===== src/rtl/fc_neuron_mac_ctrl.sv =====
// fc_neuron_mac_ctrl: sequencer and accumulator for one fully-connected neuron.
// Fetches (activation, weight) pairs, drives an external Booth multiplier,
// accumulates NUM_INPUTS products plus a bias, then saturates (and optionally
// ReLUs) the sum and presents it on a valid/ready output.
// Ports:
//   clk, reset                      clock, async active-high reset
//   start, bias                     begin a neuron, bias sampled with start
//   in_valid/in_ready/in_act/in_weight   input pair stream
//   mul_m/mul_r/mul_enable/mul_reset     multiplier drive
//   mul_finish/mul_result                multiplier response
//   out_valid/out_ready/out_data         neuron result stream
//   busy                            high whenever not idle
module fc_neuron_mac_ctrl #(
    parameter int unsigned DATA_W     = 16,
    parameter int unsigned NUM_INPUTS = 4,
    parameter int unsigned ACC_W      = 24,
    parameter bit          RELU       = 1'b1
) (
    input  logic              clk,
    input  logic              reset,
    input  logic              start,
    input  logic [DATA_W-1:0] bias,
    input  logic              in_valid,
    output logic              in_ready,
    input  logic [DATA_W-1:0] in_act,
    input  logic [DATA_W-1:0] in_weight,
    output logic [DATA_W-1:0] mul_m,
    output logic [DATA_W-1:0] mul_r,
    output logic              mul_enable,
    output logic              mul_reset,
    input  logic              mul_finish,
    input  logic [DATA_W-1:0] mul_result,
    output logic              out_valid,
    input  logic              out_ready,
    output logic [DATA_W-1:0] out_data,
    output logic              busy
);

    localparam int unsigned CNT_W = 8;

    localparam logic signed [ACC_W-1:0]  SAT_MAX = ACC_W'((64'd1 << (DATA_W - 1)) - 64'd1);
    localparam logic signed [ACC_W-1:0]  SAT_MIN = ~SAT_MAX;
    localparam logic        [DATA_W-1:0] OUT_MAX = {1'b0, {(DATA_W - 1){1'b1}}};
    localparam logic        [DATA_W-1:0] OUT_MIN = {1'b1, {(DATA_W - 1){1'b0}}};

    typedef enum logic [2:0] {
        S_IDLE,
        S_FETCH,
        S_LOAD,
        S_WAIT,
        S_FINAL,
        S_OUTPUT
    } state_t;

    state_t                    state_q, state_d;
    logic        [CNT_W-1:0]   count_q, count_d;
    logic signed [ACC_W-1:0]   acc_q, acc_d;
    logic        [DATA_W-1:0]  mul_m_q, mul_m_d;
    logic        [DATA_W-1:0]  mul_r_q, mul_r_d;
    logic        [DATA_W-1:0]  out_data_q, out_data_d;
    logic                      out_valid_q, out_valid_d;
    logic                      in_ready_q, in_ready_d;
    logic                      mul_enable_q, mul_enable_d;
    logic                      mul_reset_q, mul_reset_d;
    logic                      busy_q, busy_d;
    logic        [DATA_W-1:0]  sat_c;

    // Clamp the accumulator into the output range, then apply optional ReLU.
    always_comb begin
        if (acc_q > SAT_MAX) begin
            sat_c = OUT_MAX;
        end else if (acc_q < SAT_MIN) begin
            sat_c = OUT_MIN;
        end else begin
            sat_c = DATA_W'(acc_q);
        end
        if (RELU && sat_c[DATA_W-1]) begin
            sat_c = '0;
        end
    end

    // Next-state logic; per-state outputs are derived from the next state so
    // the registered outputs line up with the state they belong to.
    always_comb begin
        state_d     = state_q;
        count_d     = count_q;
        acc_d       = acc_q;
        mul_m_d     = mul_m_q;
        mul_r_d     = mul_r_q;
        out_data_d  = out_data_q;
        out_valid_d = out_valid_q;

        case (state_q)
            S_IDLE: begin
                if (start) begin
                    acc_d   = ACC_W'($signed(bias));
                    count_d = '0;
                    state_d = S_FETCH;
                end
            end
            S_FETCH: begin
                if (in_valid && in_ready_q) begin
                    mul_m_d = in_act;
                    mul_r_d = in_weight;
                    state_d = S_LOAD;
                end
            end
            S_LOAD: begin
                state_d = S_WAIT;
            end
            S_WAIT: begin
                if (mul_finish) begin
                    acc_d   = acc_q + ACC_W'($signed(mul_result));
                    count_d = count_q + CNT_W'(1);
                    state_d = (count_q == CNT_W'(NUM_INPUTS - 1)) ? S_FINAL : S_FETCH;
                end
            end
            S_FINAL: begin
                out_data_d  = sat_c;
                out_valid_d = 1'b1;
                state_d     = S_OUTPUT;
            end
            S_OUTPUT: begin
                if (out_ready && out_valid_q) begin
                    out_valid_d = 1'b0;
                    state_d     = S_IDLE;
                end
            end
            default: begin
                state_d = S_IDLE;
            end
        endcase

        in_ready_d   = (state_d == S_FETCH);
        mul_enable_d = (state_d == S_LOAD) || (state_d == S_WAIT);
        mul_reset_d  = (state_d == S_LOAD);
        busy_d       = (state_d != S_IDLE);
    end

    // State and output registers.
    always_ff @(posedge clk or posedge reset) begin
        if (reset) begin
            state_q      <= S_IDLE;
            count_q      <= '0;
            acc_q        <= '0;
            mul_m_q      <= '0;
            mul_r_q      <= '0;
            out_data_q   <= '0;
            out_valid_q  <= 1'b0;
            in_ready_q   <= 1'b0;
            mul_enable_q <= 1'b0;
            mul_reset_q  <= 1'b0;
            busy_q       <= 1'b0;
        end else begin
            state_q      <= state_d;
            count_q      <= count_d;
            acc_q        <= acc_d;
            mul_m_q      <= mul_m_d;
            mul_r_q      <= mul_r_d;
            out_data_q   <= out_data_d;
            out_valid_q  <= out_valid_d;
            in_ready_q   <= in_ready_d;
            mul_enable_q <= mul_enable_d;
            mul_reset_q  <= mul_reset_d;
            busy_q       <= busy_d;
        end
    end

    assign in_ready   = in_ready_q;
    assign mul_m      = mul_m_q;
    assign mul_r      = mul_r_q;
    assign mul_enable = mul_enable_q;
    assign mul_reset  = mul_reset_q;
    assign out_valid  = out_valid_q;
    assign out_data   = out_data_q;
    assign busy       = busy_q;

endmodule


===== config.mk =====
export PLATFORM = sky130hd
export DESIGN_NAME = fc_neuron_mac_ctrl
export DESIGN_NICKNAME = d
export VERILOG_FILES = /design/src/rtl/fc_neuron_mac_ctrl.sv
export SDC_FILE = /design/constraint.sdc
export NUM_CORES = 1
export LEC_CHECK = 0
export BUFFER_PORTS_ARGS = -buffer_cell sky130_fd_sc_hd__buf_4
export CAP_MARGIN = 20
export CORE_UTILIZATION = 40
export CTS_BUF_LIST = sky130_fd_sc_hd__clkbuf_16
export DETAILED_ROUTE_END_ITERATION = 6
export PLACE_DENSITY = 0.66
export SYNTH_ARGS = -nofsm -noshare
export SYNTH_HDL_FRONTEND = slang
export SYNTH_SLANG_ARGS = --single-unit

===== constraint.sdc =====
create_clock -name clk -period 2.5 [get_ports clk]
set_input_delay 0.125 -clock clk [delete_from_list [all_inputs] [get_ports clk]]
set_output_delay 0.125 -clock clk [all_outputs]
set_load 0.02 [all_outputs]

==> impl_metrics.toml <==
[outcome]
status = "complete, but fails checks"
failed_checks = "design-rule violations"

[floorplanning]
top_level_ports = 123
core_area_sq_um = 11520
dieArea_sq_um = 12400
rows = 39
chipWidth_um = 111.3
initial_core_util_pct = 41.53
die_h_um = 111.3

[place]
portBuffers = 121
place_congestion = 0.8590
post_dp_cell_area_sq_um = 6003
dp_hpwl_um = 9023
dp_cells = 767

[power]
cellPowerDensity_nw_per_um2 = 520.1
leakage_nw = 3.326
vdd_drop_max_uv = 420.2

[timing]
fin_crit_sh_pct = 97.14
period_minus_slack_ns = 2.429
slew_violations = 0
rsz0062_at_grt = "true"
finClkSkew_ns = 0.005547
final_hold_viol_count = 0
timing.hold.ws_ns = 0.01094
fmax_mhz = 411.8
setup_viol = 0

[global_routing]
antenna_found_initial = 0
gr-usage-all-layers_pct = 21.03
met3_usage_pct = 5.770
grt_pass1_vias = 4313
met1_usage_pct = 26.33
grt_overflow = 0
met2_usage_pct = 35.33
busiest_layer = "met2"
grt_pass1_wl_um = 20850
grt_max_degree = 70

[routing]
route.vias.total = 4178
drt_wl_total_um = 12410
ant_nets = 0
drc = 16
viasPerCell = 5.275
firstDrtPassIters = 7
drt_iter0_markers = 181
wl_per_cell_um = 15.67

[min_path]
hold_class = "in -> reg"

[clock_network]
cts_root_buf = "clkbuf_16"
insertion_delay_ns = 0.34
clkTransAtPathRegs_ns = 0.07
htree_num_levels = 3
clock_path_buffers = 2
cts_tree = "built"
cts.sinks = 87
cts_buffers = 9

[logic_synthesis]
syn_nets = 587
synth_ff_type = "dfrtp_1"
yosys_warnings = 0
ys_top_cells_by_count = "dfrtp_1, nor2_1, a21oi_1"
yosysUniqueCellTypes = 59
ys_seq_elements = 87
synth-seq-area-share_pct = 45.53
synthTopCellsByArea = "dfrtp_1, mux2_2, ha_1, a21oi_1, nor2_1"
yosysMostFrequentCell = "dfrtp_1"
avgSynthCellArea_sq_um = 9.720
yosysTopAreaCell = "dfrtp_1"
synth_top_cell_area_share_pct = 45.53
synthesis.area_sq_um = 4782
synth_cells = 492
async_flop_share_pct = 100.0
synth_edf_count = 0

[flow_run]
cap_violations = 0

[cells_and_area]
stdcell_count = 792
post-route-cell-area_sq_um = 6492
fin_util_pct = 56.38
antenna_cells = 0
area_growth_pct = 35.77
nets = 739
drive_gt1_share_pct = 35.75

[setup_path]
worstSetupPathType = "reg -> reg"
end_kind = "flop"
required_ns = 2.72
arrival_ns = 2.65
startpoint_type = "flop"
cp_max_fo = 4
-- stage by stage --
step	total power, W	TNS, ns	worst slack (ns)
floorplan	0.001769	0	0.03397
global placement	0.001961	-0.2345	-0.1423
detailed placement	0.001966	-0.4785	-0.1777
CTS	0.003390	0	0.003064
global route	0.003523	-0.09531	-0.05272
finish	0.003377	0	0.07145
-- where the power goes --
part / internal [W] / switching [W] / total [W] / leakage, nW
Clock: 0.000791 / 0.000598 / 0.00139 / 0.154
Combinational: 0.000270 / 0.000264 / 0.000534 / 2.01
Sequential: 0.00143 / 0.0000228 / 0.00145 / 1.16
Total: 0.00249 / 0.000885 / 0.00338 / 3.33
-- per-layer routing --
layer | share of wire [%] | wire length, um
met5 | 0 | 0
met4 | 1.7 | 206
met3 | 7.8 | 968
met2 | 49 | 6069
met1 | 42 | 5164
-- flip-flops by register name, summed over array words and instances (netlist names) --
| register | flops |
|---|---|
| acc_q | 24 |
| mul_m | 16 |
| mul_r | 16 |
| out_data | 15 |
| count_q | 8 |
| state_q | 3 |
| busy | 1 |
| in_ready | 1 |
| mul_enable | 1 |
| mul_reset | 1 |
| out_valid | 1 |
-- kinds of logic after synthesis --
kind of cell             synth area share [%]
AND/OR/NAND/NOR                         16.25
AO/OA/AOI/OAI                           15.91
flip-flops                              45.53
multiplexers                            7.954
buffers and inverters                   3.558
adder cells (fa/ha/maj)                 6.698
XOR/XNOR                                4.029
other                                 0.07842
-- placed cells by master, fill, tap and decap left out, types with 3 or more instances in the layout --
| cell type | instances |
|---|---|
| inv_6 | 3 |
| o21ai_0 | 20 |
| nor3_1 | 11 |
| a21o_1 | 15 |
| dlygate4sd3_1 | 3 |
| ha_4 | 5 |
| o21ai_2 | 3 |
| a31oi_1 | 5 |
| inv_1 | 11 |
| xnor2_1 | 10 |
| clkbuf_16 | 9 |
| buf_4 | 158 |
| a21oi_2 | 3 |
| nand3_1 | 10 |
| mux2_2 | 32 |
| o21bai_1 | 3 |
| dfrtp_1 | 87 |
| xor2_1 | 12 |
| nand3b_1 | 3 |
| nor2_1 | 68 |
| nand2b_1 | 5 |
| and3_1 | 6 |
| nand2_1 | 45 |
| ha_1 | 17 |
| nand4_1 | 4 |
| a21oi_1 | 51 |
-- worst max-delay path: stages, from the launching register on --
cell       delay (ns)
dfrtp_1          0.41
ha_4             0.24
a21oi_2          0.18
o21ai_2          0.09
a221o_1          0.30
a21o_1           0.18
a21o_1           0.18
or3_4            0.34
a2111oi_4        0.29
nor3_1           0.08
-- path summary, 6_finish.rpt --
check	from	to	slack, ns	depth (start not counted)
max	acc_q[18]	acc_q[23]	0.07	9
min	in_act[0]	mul_m[0]	0.01	2
max reg2reg	acc_q[18]	acc_q[23]	0.07	9
min reg2reg	mul_m[4]	mul_m[4]	0.51	1
max in group asynchronous	reset	count_q[6]	1.55	4
min in group asynchronous	reset	mul_m[8]	0.28	3
-- timing repair --
| action | in CTS | in global routing |
|---|---|---|
| resized for setup | 6 | 11 |
| pin swaps | 5 | 1 |
| hold buffers | 2 | 1 |
| setup endpoints to repair | 5 | 9 |
| buffers inserted | 2 | 4 |
| hold endpoints to repair | 19 | 1 |
-- layout make-up --
class,count,area (sq um)
fillers,1047,5024
repair buffers,162,1236
inverters,11,42.54
clock inverters,7,80.08
well taps,143,178.9
flip-flops and latches,87,2177
clock buffers,9,225.2
multi-input cells,373,2552
No activity file was read; power rests on OpenSTA's default activity.
